**src/rtl/clock_pkg.sv**
```systemverilog
// Shared encodings, limits and BCD helpers for the 24-hour time keeper.
package clock_pkg;

   localparam logic [1:0] ST_RUN      = 2'd0;
   localparam logic [1:0] ST_SET_HOUR = 2'd1;
   localparam logic [1:0] ST_SET_MIN  = 2'd2;

   localparam logic [1:0] EDIT_NONE = 2'b00;
   localparam logic [1:0] EDIT_HOUR = 2'b01;
   localparam logic [1:0] EDIT_MIN  = 2'b10;

   localparam int unsigned HOUR_MAX = 23;
   localparam int unsigned MIN_MAX  = 59;

   typedef struct packed {
      logic [1:0] tens;
      logic [3:0] ones;
   } hour_t;

   typedef struct packed {
      logic [2:0] tens;
      logic [3:0] ones;
   } min_t;

   function automatic hour_t hour_inc(hour_t h);
      hour_t r;
      if (h.tens == 2'(HOUR_MAX / 10) && h.ones == 4'(HOUR_MAX % 10)) begin
         r = '0;
      end else if (h.ones == 4'd9) begin
         r.tens = h.tens + 2'd1;
         r.ones = 4'd0;
      end else begin
         r.tens = h.tens;
         r.ones = h.ones + 4'd1;
      end
      return r;
   endfunction

   function automatic logic min_at_max(min_t m);
      return (m.tens == 3'(MIN_MAX / 10)) && (m.ones == 4'(MIN_MAX % 10));
   endfunction

   function automatic min_t min_inc(min_t m);
      min_t r;
      if (min_at_max(m)) begin
         r = '0;
      end else if (m.ones == 4'd9) begin
         r.tens = m.tens + 3'd1;
         r.ones = 4'd0;
      end else begin
         r.tens = m.tens;
         r.ones = m.ones + 4'd1;
      end
      return r;
   endfunction

   function automatic logic [1:0] next_state(logic [1:0] s);
      case (s)
         ST_RUN:      return ST_SET_HOUR;
         ST_SET_HOUR: return ST_SET_MIN;
         default:     return ST_RUN;
      endcase
   endfunction

   function automatic logic [1:0] edit_code(logic [1:0] s);
      case (s)
         ST_SET_HOUR: return EDIT_HOUR;
         ST_SET_MIN:  return EDIT_MIN;
         default:     return EDIT_NONE;
      endcase
   endfunction

endpackage

```
**src/rtl/button_debounce.sv**
```systemverilog
// Two-flop synchronizer, millisecond-sampled debounce counter and rising-edge press pulse.
module button_debounce #(
   parameter int unsigned DEBOUNCE_MS = 20
) (
   input  logic clk,
   input  logic rst_n,
   input  logic tick_ms,
   input  logic btn_raw,
   output logic level,
   output logic press
);

   localparam int unsigned CW = $clog2(DEBOUNCE_MS + 1);

   logic [1:0]    sync;
   logic [CW-1:0] cnt;
   logic          mismatch;
   logic          accept;

   assign mismatch = sync[1] ^ level;
   assign accept   = tick_ms & mismatch & (cnt == CW'(DEBOUNCE_MS - 1));

   always_ff @(posedge clk or negedge rst_n) begin
      if (!rst_n) begin
         sync  <= 2'b00;
         cnt   <= '0;
         level <= 1'b0;
         press <= 1'b0;
      end else begin
         sync  <= {sync[0], btn_raw};
         press <= accept & sync[1];
         // A sample that agrees with the held level restarts the qualification window.
         if (tick_ms) begin
            if (!mismatch) begin
               cnt <= '0;
            end else if (accept) begin
               cnt   <= '0;
               level <= sync[1];
            end else begin
               cnt <= cnt + 1'b1;
            end
         end
      end
   end

endmodule

```
**src/rtl/time_keeper_24h.sv**
```systemverilog
// 24-hour BCD clock with mode/increment buttons, debounce and increment auto-repeat.
module time_keeper_24h
   import clock_pkg::*;
#(
   parameter int unsigned DEBOUNCE_MS     = 20,
   parameter int unsigned REPEAT_DELAY_MS = 500,
   parameter int unsigned REPEAT_RATE_MS  = 200
) (
   input  logic       clk,
   input  logic       rst_n,
   input  logic       tick_min,
   input  logic       tick_ms,
   input  logic       btn_mode,
   input  logic       btn_inc,
   output logic [1:0] hour_tens,
   output logic [3:0] hour_ones,
   output logic [2:0] min_tens,
   output logic [3:0] min_ones,
   output logic       run,
   output logic [1:0] edit_field
);

   localparam int unsigned RW = $clog2(REPEAT_DELAY_MS + REPEAT_RATE_MS + 1);

   logic mode_level, mode_press, inc_level, inc_press;

   button_debounce #(.DEBOUNCE_MS(DEBOUNCE_MS)) u_mode_db (
      .clk    (clk),
      .rst_n  (rst_n),
      .tick_ms(tick_ms),
      .btn_raw(btn_mode),
      .level  (mode_level),
      .press  (mode_press)
   );

   button_debounce #(.DEBOUNCE_MS(DEBOUNCE_MS)) u_inc_db (
      .clk    (clk),
      .rst_n  (rst_n),
      .tick_ms(tick_ms),
      .btn_raw(btn_inc),
      .level  (inc_level),
      .press  (inc_press)
   );

   logic [1:0]    state, state_d;
   hour_t         hour, hour_d;
   min_t          minute, minute_d;
   logic [RW-1:0] rep_cnt, rep_last;
   logic          rep_first, rep_hold, rep_event, inc_event;

   // Repeat is suspended while mode is also held, so a combined press cannot race ahead.
   assign rep_hold  = inc_level & ~mode_level & (state != ST_RUN);
   assign rep_last  = rep_first ? RW'(REPEAT_DELAY_MS - 1) : RW'(REPEAT_RATE_MS - 1);
   assign rep_event = rep_hold & tick_ms & (rep_cnt == rep_last);
   assign inc_event = inc_press | rep_event;

   always_ff @(posedge clk or negedge rst_n) begin
      if (!rst_n) begin
         rep_cnt   <= '0;
         rep_first <= 1'b1;
      end else if (!rep_hold || inc_press) begin
         rep_cnt   <= '0;
         rep_first <= 1'b1;
      end else if (rep_event) begin
         rep_cnt   <= '0;
         rep_first <= 1'b0;
      end else if (tick_ms) begin
         rep_cnt <= rep_cnt + 1'b1;
      end
   end

   always_comb begin
      state_d  = state;
      hour_d   = hour;
      minute_d = minute;
      case (state)
         ST_RUN: begin
            if (tick_min) begin
               minute_d = min_inc(minute);
               if (min_at_max(minute)) hour_d = hour_inc(hour);
            end
         end
         ST_SET_HOUR: if (inc_event && !mode_press) hour_d = hour_inc(hour);
         ST_SET_MIN:  if (inc_event && !mode_press) minute_d = min_inc(minute);
         default:     state_d = ST_RUN;
      endcase
      if (mode_press) state_d = next_state(state);
   end

   always_ff @(posedge clk or negedge rst_n) begin
      if (!rst_n) begin
         state      <= ST_RUN;
         hour       <= '0;
         minute     <= '0;
         run        <= 1'b1;
         edit_field <= EDIT_NONE;
      end else begin
         state      <= state_d;
         hour       <= hour_d;
         minute     <= minute_d;
         // Low as soon as set mode is entered, high one clk after returning to RUN.
         run        <= (state == ST_RUN) && (state_d == ST_RUN);
         edit_field <= edit_code(state_d);
      end
   end

   assign hour_tens = hour.tens;
   assign hour_ones = hour.ones;
   assign min_tens  = minute.tens;
   assign min_ones  = minute.ones;

endmodule

```
**config.mk**
```make
export PLATFORM = sky130hd
export DESIGN_NAME = time_keeper_24h
export DESIGN_NICKNAME = d
export VERILOG_FILES = /design/src/rtl/clock_pkg.sv /design/src/rtl/button_debounce.sv /design/src/rtl/time_keeper_24h.sv
export SDC_FILE = /design/constraint.sdc
export NUM_CORES = 1
export LEC_CHECK = 0
export ABC_AREA = 1
export BUFFER_PORTS_ARGS = -buffer_cell sky130_fd_sc_hd__buf_2
export CAP_MARGIN = 20
export CORE_UTILIZATION = 58
export DETAILED_ROUTE_END_ITERATION = 10
export PLACE_DENSITY = 0.78
export SYNTH_ARGS = -nofsm -noshare
export SYNTH_HDL_FRONTEND = slang
export SYNTH_SLANG_ARGS = --single-unit
```
**constraint.sdc**
```tcl
create_clock -name clk -period 1.6 [get_ports clk]
set_input_delay 0.4 -clock clk [delete_from_list [all_inputs] [get_ports clk]]
set_output_delay 0.4 -clock clk [all_outputs]
set_load 0.01 [all_outputs]
```
# After elaboration in Yosys (flattened, before gate mapping)
# Cells that the tools add are included.
dict set report classes {
  n_addsub 7
  n_eq_ne 16
  mux 25
  n_bitwise 14
  n_reduce_logical 19
}
# operator n
set ops {}
lappend ops {{2-to-1 mux 10 bit} 3}
lappend ops {{2-to-1 mux 6 bit} 5}
lappend ops {{2-to-1 mux 7 bit} 4}
lappend ops {{2-to-1 mux 5 bit} 4}
lappend ops {{case mux 7 bit (2 select lines)} 1}
lappend ops {{case mux 6 bit (2 select lines)} 1}
lappend ops {{adder 10 x 1 -> 10 bit (second input constant)} 1}
lappend ops {{adder 5 x 1 -> 5 bit (second input constant)} 2}
lappend ops {{bitwise AND 1 bit} 10}
lappend ops {{== test 10 x 9 -> 1 bit} 1}
lappend ops {{== test 5 bit (second input constant)} 2}
lappend ops {{2-to-1 mux 9 bit} 1}
lappend ops {{AND reduction 3 bit} 3}
lappend ops {{adder 4 x 1 -> 4 bit (second input constant)} 2}
lappend ops {{== test 4 bit (second input constant)} 2}
lappend ops {{inequality test 2 bit (second input constant)} 4}
lappend ops {{case mux 2 bit (2 select lines)} 2}
lappend ops {{nonzero test 2 bit} 4}
lappend ops {{== test 2 bit (second input constant)} 3}
lappend ops {{== test 2 x 1 -> 1 bit (second input constant)} 2}
lappend ops {{== test 4 x 2 -> 1 bit (second input constant)} 1}
lappend ops {{logical AND 1 bit} 4}
lappend ops {{zero test 2 bit} 2}
lappend ops {{2-to-1 mux 2 bit} 2}
lappend ops {{other kinds (12)} 15}
dict set report totals {
  regBits 47
  in_bits 6
  word_cells 98
}

# Depth between registers and ports, before layout
# Gate-level depths: netlist (run 1).
dict set report logic_depth {
  word_depth 9
  depth_mapped 13
  mapped_depth_nobuf 12
}

# By module
# A second synthesis (run 1) with hierarchy kept.
dict set report hier_totals {
  cells_unflattened 318
  area_unflattened_um2 2549.9
}
# module n_inst cells_each area_each_um2
set by_module_without_submodules {}
lappend by_module_without_submodules {time_keeper_24h 1 204 1596.5}
lappend by_module_without_submodules {button_debounce 2 57 476.7}

# Worst setup path before layout (run 1)
# Ideal clock, no wire load.
dict set report synth_timing {
  kind {register to register}
  start {register minute (netlist bit min_ones[1])}
  end {register hour (netlist bit hour_tens[0])}
  setup_ns 0.117
  arrival_time_ns 1.296
  t_required_ns 1.483
  slack_ns 0.187
  path_stages_with_launch 10
  path_buffers 0
  synth_period_minus_slack_ns 1.413
  path_cell_list {dfrtp_1 > inv_1 > ha_1 > nand3_1 > nor2_1 > nand3_1 > nand2_4 > nand2_1 > nand2_1 > nand2_1}
}
dict set report synth_via {
  elab_chain_cells 4
}
# element line_no
set synth_rtl {}
lappend synth_rtl {{start: declaration} time_keeper_24h.sv:47} ;# min_t minute, minute_d;
lappend synth_rtl {{start signal: assignment} time_keeper_24h.sv:100} ;# minute <= minute_d;
lappend synth_rtl {{== test 4 bit} clock_pkg.sv:40} ;# return (m.tens == 3'(MIN_MAX / 10)) && (m.ones == 4'(MIN_MAX % 10));
lappend synth_rtl {{logical AND 1 bit} clock_pkg.sv:40}
lappend synth_rtl {{inequality test 2 bit (no source line)} n/a}
lappend synth_rtl {{AND reduction 4 bit (no source line)} n/a}
lappend synth_rtl {{end signal: assignment} time_keeper_24h.sv:99} ;# hour <= hour_d;
lappend synth_rtl {{end: declaration} time_keeper_24h.sv:46} ;# hour_t hour, hour_d;
# No other way between the ends.
# A chain may end at the register's enable or synchronous reset.

# Final worst setup path (run 1)
dict set report layout_timing {
  start {register rep_cnt[0]}
  end {register minute (netlist bit min_tens[0])}
}
dict set report layout_via {
  elab_chain_cells 6
}
# element line_no
set layout_rtl {}
lappend layout_rtl {{start: declaration} time_keeper_24h.sv:48} ;# logic [RW-1:0] rep_cnt, rep_last;
lappend layout_rtl {{start signal: assignment} time_keeper_24h.sv:68} ;# rep_cnt <= rep_cnt + 1'b1;
lappend layout_rtl {{== test 10 x 9 -> 1 bit} time_keeper_24h.sv:54} ;# assign rep_event = rep_hold & tick_ms & (rep_cnt == rep_last);
lappend layout_rtl {{bitwise AND 1 bit} time_keeper_24h.sv:54}
lappend layout_rtl {{bitwise OR 1 bit} time_keeper_24h.sv:55} ;# assign inc_event = inc_press | rep_event;
lappend layout_rtl {{logical AND 1 bit} time_keeper_24h.sv:84} ;# ST_SET_MIN: if (inc_event && !mode_press) minute_d = min_inc(minute);
lappend layout_rtl {{inequality test 2 bit (no source line)} n/a}
lappend layout_rtl {{AND reduction 3 bit (no source line)} n/a}
# No other way between the ends.

==> reports/summary.log, run 1 <==
[run_status] run status completed
[setup_path] largest stage delay on the critical path 0.38 ns
[cells_and_area] antenna diode instance count 0
[clock_tree] cts bufs inserted 5
[cells_and_area] layout filler cell count 282
[power] worst vdd rail ir drop 0.8657 mV
[timing] worst-margin pin slew 0.4630 ns
[grt] antenna violations before repair 0
[route] initial detailed-routing violation count 131
[floorplanning] Total Die Area 4259 um^2
[floorplanning] height of the die 65.26 um
[placement] routability-driven placement congestion ratio 0.8170
[logic_synthesis] leading post-synthesis cells by cell area dfrtp_1 (49%), nand2_1 (10%), inv_1 (6.0%)
[timing] Clock Skew 0.01069 ns
[floorplanning] io pins 22
[cells_and_area] Layout Cell Area excl Fill 2755 um^2
[setup_path] crit start category register
[logic_synthesis] number of unique standard cell types used by synthesis 23
[logic_synthesis] netlist area before placement 2321 um^2
[logic_synthesis] proportion of register bits with asynchronous set or reset after synthesis 100.0%
[route] DRT Pass-1 Iters 4
[logic_synthesis] instance count of the mapped netlist 276
[grt] largest net degree at the start of global routing 48
[cells_and_area] layout overhead on the synthesized area 18.71%
[timing] Max-Slew Margin vs Limit 68.90%
[setup_path] critical path fanouts, max 6
[floorplanning] placeable core region 3744 um^2
[power] leakage component of the power 1.365 nW
[route] sum of routed wire length over all layers 4.328 mm
[power] overall power of the completed layout 2.567 mW
[logic_synthesis] fraction of synthesized cell area taken by the top area cell type 48.52%
[grt] vias in the first global route 1,804
[setup_path] Crit path max-delay family simple AND/OR/NAND/NOR gates
[placement] DP Area 2517 um^2
[power] PD cells 931.8 nW/um^2
[cells_and_area] FF+latch area 1179 um^2
[clock_tree] worst-skew pair later-pin latency 0.30 ns
[logic_synthesis] post-synthesis cell type with the largest combined area dfrtp_1
[timing] Hold Vio Cnt, Final 0
[setup_path] Worst Reg2Reg Path Length in Cells 12
[setup_path] required time reported for the critical path endpoint 1.80 ns
[setup_path] Setup Crit Path Kind reg -> reg
[floorplanning] width of the die 65.26 um
[logic_synthesis] primary flip-flop cell chosen by synthesis mapping dfrtp_1
[logic_synthesis] Yosys warning count 0
[setup_path] data arrival time at the worst-slack endpoint 1.75 ns
[logic_synthesis] count of flip-flops with a built-in enable after synthesis 0
[clock_tree] CTS H-tree lvls 2
[route] total DRC errors in the routed layout 0
[timing] Setup Total Neg Slack 0 ns
[timing] FMAX 645.2 MHz
[logic_synthesis] Synth Register Bits 47
[setup_path] total stage count of the critical path 12
[route] average via count per standard cell 5.255
[clock_tree] maximum number of buffers from clock root to sink 2
[flow_run] max cap viols 0
[timing] final max-slew violation count 0
[grt] wire length of the first global-routing pass 7.493 mm
[timing] total of endpoints with negative setup slack in the final report 0
[route] vias post-DR 1,897
[timing] tightest hold margin 0.06285 ns
[placement] count of buffers inserted at the top-level ports 21
[clock_tree] clock tree from TritonCTS built
[timing] post-layout min period 1.550 ns
[clock_tree] clock-pin slew of the registers on the worst-case setup and hold paths 0.09 ns
[logic_synthesis] sequential cell area fraction in the yosys report 50.78%
[grt] GR Overflow Total 0
[floorplanning] Rows 22
[setup_path] buffers and inverters on the worst path 1
[floorplanning] initial core utilization 62.00%
[grt] global routing usage summed across all routing layers 23.09%
[route] post-route ant nets 0
[clock_tree] CTS Sinks 47
[logic_synthesis] average cell area after synthesis 8.409 um^2
[setup_path] Cell Chain, Critical Path ha_2 > nand2_1 > inv_1 > nand3_1 > nor2_1 > nand2_1 > nand2_4 > nand3_4 > nand2_8 > nand2_4 > nand2_2 > nand2_1
[cells_and_area] share of cells above drive strength 1 21.73%
[timing] Period Utilization, post-route 96.88%
[setup_path] crit path capture type register
[route] DR WL/cell 11.99 um
[clock_tree] Clk Tree Root Cell clkbuf_8
[timing] setup repair after global routing missed its margin true
[logic_synthesis] Synthesized Nets 290
[placement] half-perimeter wire length of the detailed placement result 3.009 mm
[worst_hold_path] Hold Path Class in -> async
[cells_and_area] combined area of the multi-input logic cells 1104 um^2
[setup_path] cell at the slowest stage of the critical path dfrtp_1
[setup_path] most prevalent standard cell on the critical path nand2_1
[cells_and_area] layout net count 326
[timing repair]
action,CTS,global route
setup buffers,0,4
endpoints found under the setup margin,1,22
hold buffers,0,0
cloned,0,1
resized for setup,1,30
pin swaps,0,4
[Yosys cell counts, types with 2 or more instances]
cell type,instances
a21oi_1,8
dfrtp_1,45
dfstp_2,2
ha_1,8
inv_1,37
inv_2,3
nand2_1,62
nand2_2,4
nand3_1,25
nand3_2,3
nand4_1,4
nor2_1,31
nor3_1,4
o21ai_0,17
o22ai_1,4
xnor2_1,6
xor2_1,7
[metrics by stage]
| stage | worst slack (ns) | utilization (%) | cells |
|---|---|---|---|
| 2_1_floorplan | 0.1872 | - | 276 |
| 3_3_place_gp | 0.05500 | 67.25 | 348 |
| 3_5_place_dp | 0.01002 | 67.25 | 348 |
| 4_1_cts | 0.00008049 | 69.55 | 356 |
| 5_1_grt | -0.05248 | 73.60 | 361 |
| 6_report | 0.04998 | 73.60 | 361 |
[registers in the layout (all words and copies together), names as in the netlist]
| signal | flops |
|---|---|
| edit_field | 2 |
| hour_ones | 4 |
| hour_tens | 2 |
| min_ones | 4 |
| min_tens | 3 |
| rep_cnt | 10 |
| rep_first | 1 |
| run | 1 |
| state | 2 |
| u_inc_db.cnt | 5 |
| u_inc_db.level | 1 |
| u_inc_db.press | 1 |
| u_inc_db.sync | 2 |
| u_mode_db.cnt | 5 |
| u_mode_db.level | 1 |
| u_mode_db.press | 1 |
| u_mode_db.sync | 2 |
[power breakdown]
part	internal, mW	switching (mW)
Sequential	1.28	0.108
Combinational	0.215	0.272
Clock	0.307	0.388
[final cells by class]
class / count / share of cell area, %
Tap cell: 48 / 2.180
Inverter: 40 / 5.450
Timing Repair Buffer: 29 / 6.585
Multi-Input combinational cell: 189 / 40.05
Clock buffer: 7 / 2.770
Clock inverter: 1 / 0.1817
Sequential cell: 47 / 42.78
[layout by cell type (no fill, tap or decap), types with 5 or more instances in the layout]
cell and instances:
a21oi_1 8, buf_2 21, buf_4 6, clkbuf_8 5
dfrtp_1 45, ha_1 7, inv_1 37, nand2_1 53
nand2_2 9, nand2_4 5, nand3_1 23, nor2_1 27
o21ai_0 15, xnor2_1 6, xor2_1 7
[worst register-to-register path: cells and delay by family (launching register included)]
kind	cells	cell delay [ns]
buffers and inverters	1	0.04
adders and majority gates	1	0.20
and+or+nand+nor	10	0.81
DFF	1	0.38
[routing by layer]
metal | global-route usage, % | part of all wire [%] | vias to the layer above | routed length, um
met2 | 37.76 | 50 | 39 | 2169
met5 | 0 | 0 | - | 0
met4 | 8.152 | 0.72 | 0 | 31
met1 | 29.24 | 45 | 893 | 1959
li1 | - | - | 961 | -
met3 | 6.424 | 3.9 | 4 | 167
[final timing paths]
kind | from | endpoint | slack (ns)
setup reg to reg | rep_cnt[0] | min_tens[0] | 0.05
min in group clk | btn_mode | u_mode_db.sync[0] | 0.20
setup / recovery | rep_cnt[0] | min_tens[0] | 0.05
hold / removal | rst_n | rep_cnt[6] | 0.06
max in group asynchronous | rst_n | run | 1.27
hold reg to reg | u_inc_db.sync[0] | u_inc_db.sync[1] | 0.35
[kinds of logic after synthesis]
group | Yosys count | share of synthesized area [%]
AO/OA/AOI/OAI | 31 | 7.278
XOR/XNOR | 13 | 4.906
adder cells (fa/ha/maj) | 8 | 4.313
buffers and inverters | 41 | 6.954
flip-flops | 47 | 50.78
AND/OR/NAND/NOR | 136 | 25.77
Note: power is estimated with default switching activity, not from simulation.
==> inputs of run 2 (changes only) <==
--- a/config.mk
+++ b/config.mk
@@ -10,6 +10,7 @@
 export CAP_MARGIN = 20
 export CORE_UTILIZATION = 58
 export DETAILED_ROUTE_END_ITERATION = 10
+export HOLD_SLACK_MARGIN = 0.1
 export PLACE_DENSITY = 0.78
 export SYNTH_ARGS = -nofsm -noshare
 export SYNTH_HDL_FRONTEND = slang
==> reports/summary.log, run 2 (synthesis gave the netlist of run 1 again) <==
[clock_tree] worst-skew pair later-pin latency 0.31 ns [was 0.30 ns]
[power] leakage component of the power 1.369 nW [was 1.365 nW]
[setup_path] crit path capture type register [unchanged]
[route] average via count per standard cell 5.235 [was 5.255]
[timing] total of endpoints with negative setup slack in the final report 0 [unchanged]
[clock_tree] clock-pin slew of the registers on the worst-case setup and hold paths 0.09 ns [about the same]
[placement] number of placed instances with taps included 348 [unchanged]
[power] overall power of the completed layout 2.567 mW [about the same]
[cells_and_area] Layout Cell Area excl Fill 2765 um^2 [was 2755 um^2]
[grt] GR Overflow Total 0 [unchanged]
[timing] post-layout min period 1.549 ns [was 1.550 ns]
[clock_tree] Clk Tree Root Cell clkbuf_8 [unchanged]
[timing] Period Utilization, post-route 96.79% [was 96.88%]
[power] worst vdd rail ir drop 0.8655 mV [was 0.8657 mV]
[timing] crit path setup slack, layout 0.05141 ns [was 0.04998 ns]
[route] DRT Pass-1 Iters 4 [unchanged]
[run_status] run status completed [unchanged]
[setup_path] critical path fanouts, max 6 [unchanged]
[placement] routability-driven placement congestion ratio 0.8170 [unchanged]
[grt] wire length of the first global-routing pass 7.493 mm [unchanged]
[worst_hold_path] Hold Path Class in -> reg [was in -> async]
[grt] largest net degree at the start of global routing 48 [unchanged]
[clock_tree] CTS H-tree lvls 2 [unchanged]
[floorplanning] Rows 22 [unchanged]
[floorplanning] height of the die 65.26 um [unchanged]
[route] vias post-DR 1,895 [was 1,897]
[setup_path] Crit path max-delay family simple AND/OR/NAND/NOR gates [unchanged]
[cells_and_area] antenna diode instance count 0 [unchanged]
[cells_and_area] layout overhead on the synthesized area 19.14% [was 18.71%]
[clock_tree] cts bufs inserted 5 [unchanged]
[setup_path] most prevalent standard cell on the critical path nand2_1 [unchanged]
[cells_and_area] registers with the most flip-flops rep_cnt (10), u_inc_db.cnt (5), u_mode_db.cnt (5) [unchanged]
[floorplanning] initial core utilization 62.00% [unchanged]
[clock_tree] clock tree from TritonCTS built [unchanged]
[timing] Max-Slew Margin vs Limit 68.90% [unchanged]
[setup_path] required time reported for the critical path endpoint 1.80 ns [about the same]
[grt] global routing usage summed across all routing layers 23.09% [unchanged]
[placement] half-perimeter wire length of the detailed placement result 3.009 mm [unchanged]
[timing] final max-slew violation count 0 [unchanged]
[clock_tree] maximum number of buffers from clock root to sink 2 [unchanged]
[route] total DRC errors in the routed layout 0 [unchanged]
[placement] DP Area 2517 um^2 [unchanged]
[cells_and_area] share of cells above drive strength 1 21.66% [was 21.73%]
[cells_and_area] highest-count cells in the layout ignoring fill and taps nand2_1 (53), dfrtp_1 (45), inv_1 (37) [unchanged]
[setup_path] Setup Crit Path Kind reg -> reg [unchanged]
[timing] FMAX 645.8 MHz [was 645.2 MHz]
[setup_path] crit start category register [unchanged]
[cells_and_area] number of flip-flops in the largest register 10 [unchanged]
[grt] antenna violations before repair 0 [unchanged]
[setup_path] data arrival time at the worst-slack endpoint 1.74 ns [was 1.75 ns]
[route] sum of routed wire length over all layers 4.330 mm [was 4.328 mm]
[cells_and_area] Non-Filler Instances 362 [was 361]
[cells_and_area] layout net count 327 [was 326]
[cells_and_area] most common cell after layout, fill and taps aside nand2_1 [unchanged]
[flow_run] max cap viols 0 [unchanged]
[setup_path] cell at the slowest stage of the critical path dfrtp_1 [unchanged]
[timing] Hold Vio Cnt, Final 0 [unchanged]
[cells_and_area] Biggest register rep_cnt [unchanged]
[setup_path] largest stage delay on the critical path 0.38 ns [about the same]
[floorplanning] io pins 22 [unchanged]
[route] initial detailed-routing violation count 126 [was 131]
[timing] Setup Total Neg Slack 0 ns [unchanged]
[floorplanning] Total Die Area 4259 um^2 [unchanged]
[route] DR WL/cell 11.96 um [was 11.99 um]
[timing] Clock Skew 0.01268 ns [was 0.01069 ns]
[setup_path] buffers and inverters on the worst path 1 [unchanged]
[timing] worst-margin pin slew 0.4629 ns [was 0.4630 ns]
[timing] setup repair after global routing missed its margin true [unchanged]
[floorplanning] placeable core region 3744 um^2 [unchanged]
[clock_tree] CTS Sinks 47 [unchanged]
[floorplanning] width of the die 65.26 um [unchanged]
[placement] worst slack, placed 0.01002 ns [unchanged]
[placement] count of buffers inserted at the top-level ports 21 [unchanged]
[grt] vias in the first global route 1,804 [unchanged]
[route] post-route ant nets 0 [unchanged]
[power] PD cells 928.2 nW/um^2 [was 931.8 nW/um^2]
[setup_path] Cell Chain, Critical Path ha_2 > nand2_1 > inv_1 > nand3_1 > nor2_1 > nand2_1 > nand2_4 > nand3_4 > nand2_8 > nand2_4 > nand2_2 > nand2_1 [unchanged]
[run 2: cell count changes in the layout (fill, tap and decap cells not counted), sizes merged]
cell,before,now
dlygate4sd3,0,1
[run 2: worst paths after layout]
check | cells past startpoint | endpoint | slack [ns] | from
max in group asynchronous | 3 | run | 0.73 | rst_n
setup reg to reg | 12 | min_tens[0] | 0.05 | rep_cnt[0]
min in group asynchronous | 3 | edit_field[0] | 0.59 | rst_n
hold / removal | 1 | u_mode_db.sync[0] | 0.20 | btn_mode
setup / recovery | 12 | min_tens[0] | 0.05 | rep_cnt[0]
hold reg to reg | 0 | u_inc_db.sync[1] | 0.35 | u_inc_db.sync[0]
[run 2: per-stage QoR]
| step | util [%] | hold slack [ns] |
|---|---|---|
| 2_1_floorplan | - | 0.1044 |
| 3_5_place_dp | 67.25 | 0.3347 |
| 5_1_grt | 73.86 | 0.1855 |
| 3_3_place_gp | 67.25 | 0.3325 |
| 6_report | 73.86 | 0.2011 |
| 4_1_cts | 69.82 | 0.1964 |
[run 2: repair_timing]
action | CTS | global route
setup buffers | 0 | 4
endpoints found under the hold margin | 45 | 0
gates cloned | 0 | 1
pin swaps | 0 | 4
endpoints found under the setup margin | 1 | 22
gates resized for setup | 1 | 30
hold buffers | 1 | 0
[run 2: routing by layer]
layer | vias up | routed length [um] | GRT usage (%) | share of wire, %
met2 | 34 | 2172 | 37.76 | 50
met4 | 0 | 31 | 8.152 | 0.72
met5 | - | 0 | 0 | 0
met3 | 4 | 159 | 6.424 | 3.7
li1 | 966 | - | - | -
met1 | 891 | 1966 | 29.24 | 45
[run 2: power by group]
part           total [mW]  internal [mW]  switching [mW]
clock               0.692          0.307           0.385
combinational       0.488          0.216           0.272
sequential           1.39           1.28           0.108
[run 2: layout make-up]
class                   instances  area [um^2]
flip-flops and latches         47         1179
multi-input cells             189         1104
fillers                       280        978.4
repair buffers                 30        191.4
inverters                      40        150.1
clock buffers                   7        76.32
well taps                      48        60.06
clock inverters                 1        5.005
==> inputs of run 3 (changes only) <==
--- a/config.mk
+++ b/config.mk
@@ -12,6 +12,7 @@
 export DETAILED_ROUTE_END_ITERATION = 10
 export HOLD_SLACK_MARGIN = 0.1
 export PLACE_DENSITY = 0.78
+export SETUP_SLACK_MARGIN = 0.2
 export SYNTH_ARGS = -nofsm -noshare
 export SYNTH_HDL_FRONTEND = slang
 export SYNTH_SLANG_ARGS = --single-unit
==> reports/summary.log, run 3 (synthesis gave the netlist of run 1 again) <==
[run_status] run status completed [unchanged]
[cells_and_area] layout net count 336 [was 327]
[timing] FMAX 672.4 MHz [was 645.8 MHz]
[route] initial detailed-routing violation count 109 [was 126]
[timing] final max-slew violation count 0 [unchanged]
[timing] Hold Vio Cnt, Final 0 [unchanged]
[clock_tree] cts bufs inserted 5 [unchanged]
[route] total DRC errors in the routed layout 0 [unchanged]
[placement] routability-driven placement congestion ratio 0.8522 [was 0.8170]
[cells_and_area] Non-Filler Instances 371 [was 362]
[route] post-route ant nets 0 [unchanged]
[floorplanning] Total Die Area 4259 um^2 [unchanged]
[flow_run] max cap viols 0 [unchanged]
[setup_path] critical path fanouts, max 6 [unchanged]
[timing] Clock Skew 0.008347 ns [was 0.01268 ns]
[grt] GR Overflow Total 0 [unchanged]
[power] overall power of the completed layout 2.518 mW [was 2.567 mW]
[timing] post-layout min period 1.487 ns [was 1.549 ns]
[cells_and_area] number of flip-flops in the largest register 10 [unchanged]
[setup_path] Setup Crit Path Kind reg -> reg [unchanged]
[setup_path] data arrival time at the worst-slack endpoint 1.68 ns [was 1.74 ns]
[clock_tree] worst-skew pair later-pin latency 0.30 ns [was 0.31 ns]
[floorplanning] height of the die 65.26 um [unchanged]
[cells_and_area] Biggest register rep_cnt [unchanged]
[route] average via count per standard cell 5.256 [was 5.235]
[clock_tree] CTS H-tree lvls 2 [unchanged]
[floorplanning] placeable core region 3744 um^2 [unchanged]
[setup_path] required time reported for the critical path endpoint 1.79 ns [was 1.80 ns]
[cells_and_area] most common cell after layout, fill and taps aside nand2_1 [unchanged]
[floorplanning] Rows 22 [unchanged]
[timing] Max-Slew Margin vs Limit 72.87% [was 68.90%]
[clock_tree] maximum number of buffers from clock root to sink 2 [unchanged]
[grt] antenna violations before repair 0 [unchanged]
[power] PD cells 864.1 nW/um^2 [was 928.2 nW/um^2]
[route] vias post-DR 1,950 [was 1,895]
[timing] Setup Total Neg Slack 0 ns [unchanged]
[cells_and_area] Layout Cell Area excl Fill 2914 um^2 [was 2765 um^2]
[floorplanning] width of the die 65.26 um [unchanged]
[timing] setup repair after global routing missed its margin true [unchanged]
[floorplanning] io pins 22 [unchanged]
[placement] count of buffers inserted at the top-level ports 21 [unchanged]
[clock_tree] Clk Tree Root Cell clkbuf_8 [unchanged]
[timing] total of endpoints with negative setup slack in the final report 0 [unchanged]
[placement] number of placed instances with taps included 350 [was 348]
[setup_path] crit start category register [unchanged]
[route] sum of routed wire length over all layers 4.475 mm [was 4.330 mm]
[setup_path] crit path capture type register [unchanged]
[cells_and_area] share of cells above drive strength 1 28.79% [was 21.66%]
[power] leakage component of the power 1.430 nW [was 1.369 nW]
[power] worst vdd rail ir drop 0.6965 mV [was 0.8655 mV]
[floorplanning] initial core utilization 62.00% [unchanged]
[placement] half-perimeter wire length of the detailed placement result 2.952 mm [was 3.009 mm]
[grt] wire length of the first global-routing pass 7.679 mm [was 7.493 mm]
[grt] global routing usage summed across all routing layers 23.40% [was 23.09%]
[placement] DP Area 2545 um^2 [was 2517 um^2]
[cells_and_area] registers with the most flip-flops rep_cnt (10), u_inc_db.cnt (5), u_mode_db.cnt (5) [unchanged]
[cells_and_area] antenna diode instance count 0 [unchanged]
[timing] worst-margin pin slew 0.4038 ns [was 0.4629 ns]
[worst_hold_path] Hold Path Class in -> reg [unchanged]
[route] DRT Pass-1 Iters 4 [unchanged]
[cells_and_area] highest-count cells in the layout ignoring fill and taps nand2_1 (54), dfrtp_1 (45), inv_1 (34) [was nand2_1 (53), dfrtp_1 (45), inv_1 (37)]
[grt] largest net degree at the start of global routing 29 [was 48]
[cells_and_area] layout overhead on the synthesized area 25.55% [was 19.14%]
[grt] vias in the first global route 1,788 [was 1,804]
[clock_tree] CTS Sinks 47 [unchanged]
[clock_tree] clock tree from TritonCTS built [unchanged]
[clock_tree] clock-pin slew of the registers on the worst-case setup and hold paths 0.08 ns [was 0.09 ns]
[route] DR WL/cell 12.06 um [was 11.96 um]
[timing] Period Utilization, post-route 92.95% [was 96.79%]
[run 3: changes by cell type in the layout (fill, tap and decap cells not counted), moves of 2 or more]
cell	previous run	this run
buf_4	6	12
nand3_1	23	19
a21oi_1	8	5
a21oi_2	0	3
inv_1	37	34
nand3_2	2	5
nor2_1	27	24
buf_6	1	3
inv_2	3	5
nand2_4	5	7
nor2_4	2	4
o21ai_0	15	13
o21ai_2	0	2
[run 3: worst paths after layout]
path | from | to | slack [ns] | cells after the start
worst max-delay path | min_ones[0] | hour_tens[1] | 0.11 | 8
worst min-delay path | btn_inc | u_inc_db.sync[0] | 0.20 | 1
worst max register to register | min_ones[0] | hour_tens[1] | 0.11 | 8
worst min register to register | u_inc_db.sync[0] | u_inc_db.sync[1] | 0.35 | 0
max in group asynchronous | rst_n | run | 0.58 | 3
min in group asynchronous | rst_n | state[0] | 0.52 | 2
[run 3: per-layer routing]
layer,routed length (um),global-route usage [%],up-vias
met2,2295,39.43,26
li1,-,-,976
met3,129,4.688,6
met4,48,7.337,0
met5,0,0,-
met1,2001,30.17,942
[run 3: area by class of cell]
type                       count  area, um^2
multi-input combinational    190        1179
tap                           48       60.06
sequential                    47        1179
fill                         252       829.5
timing repair buffer          38       259.0
inverter                      40       152.6
clock buffer                   6       72.57
clock inverter                 2       12.51
[run 3: report_power, final]
group / switching (mW) / total, mW / internal [mW]
sequential: 0.113 / 1.39 / 1.28
combinational: 0.247 / 0.446 / 0.199
clock: 0.376 / 0.681 / 0.305
[run 3: worst max-delay path: stages, from the launching register on]
cell,delay (ns)
dfrtp_1,0.46
ha_1,0.23
nand3_2,0.13
nor2_4,0.14
nand3_2,0.13
nand2_4,0.13
nand2_1,0.07
nand2_1,0.06
nand2_1,0.04
[run 3: through the flow]
stage / setup slack [ns] / hold slack (ns) / util (%)
after floorplan: 0.1995 / 0.1044 / -
after global placement: 0.06860 / 0.3100 / 67.98
after detailed placement: 0.01463 / 0.3074 / 67.98
after CTS: 0.1077 / 0.1917 / 74.13
after global routing: 0.02526 / 0.1915 / 77.84
final: 0.1128 / 0.2014 / 77.84
[run 3: timing repair]
| action | CTS | global route |
|---|---|---|
| pin swaps | 14 | 16 |
| resized for setup | 18 | 34 |
| cloned | 2 | 0 |
| hold buffers | 1 | 0 |
| setup buffers | 6 | 4 |
| endpoints found under the setup margin | 23 | 25 |
| hold endpoints to repair | 10 | 0 |
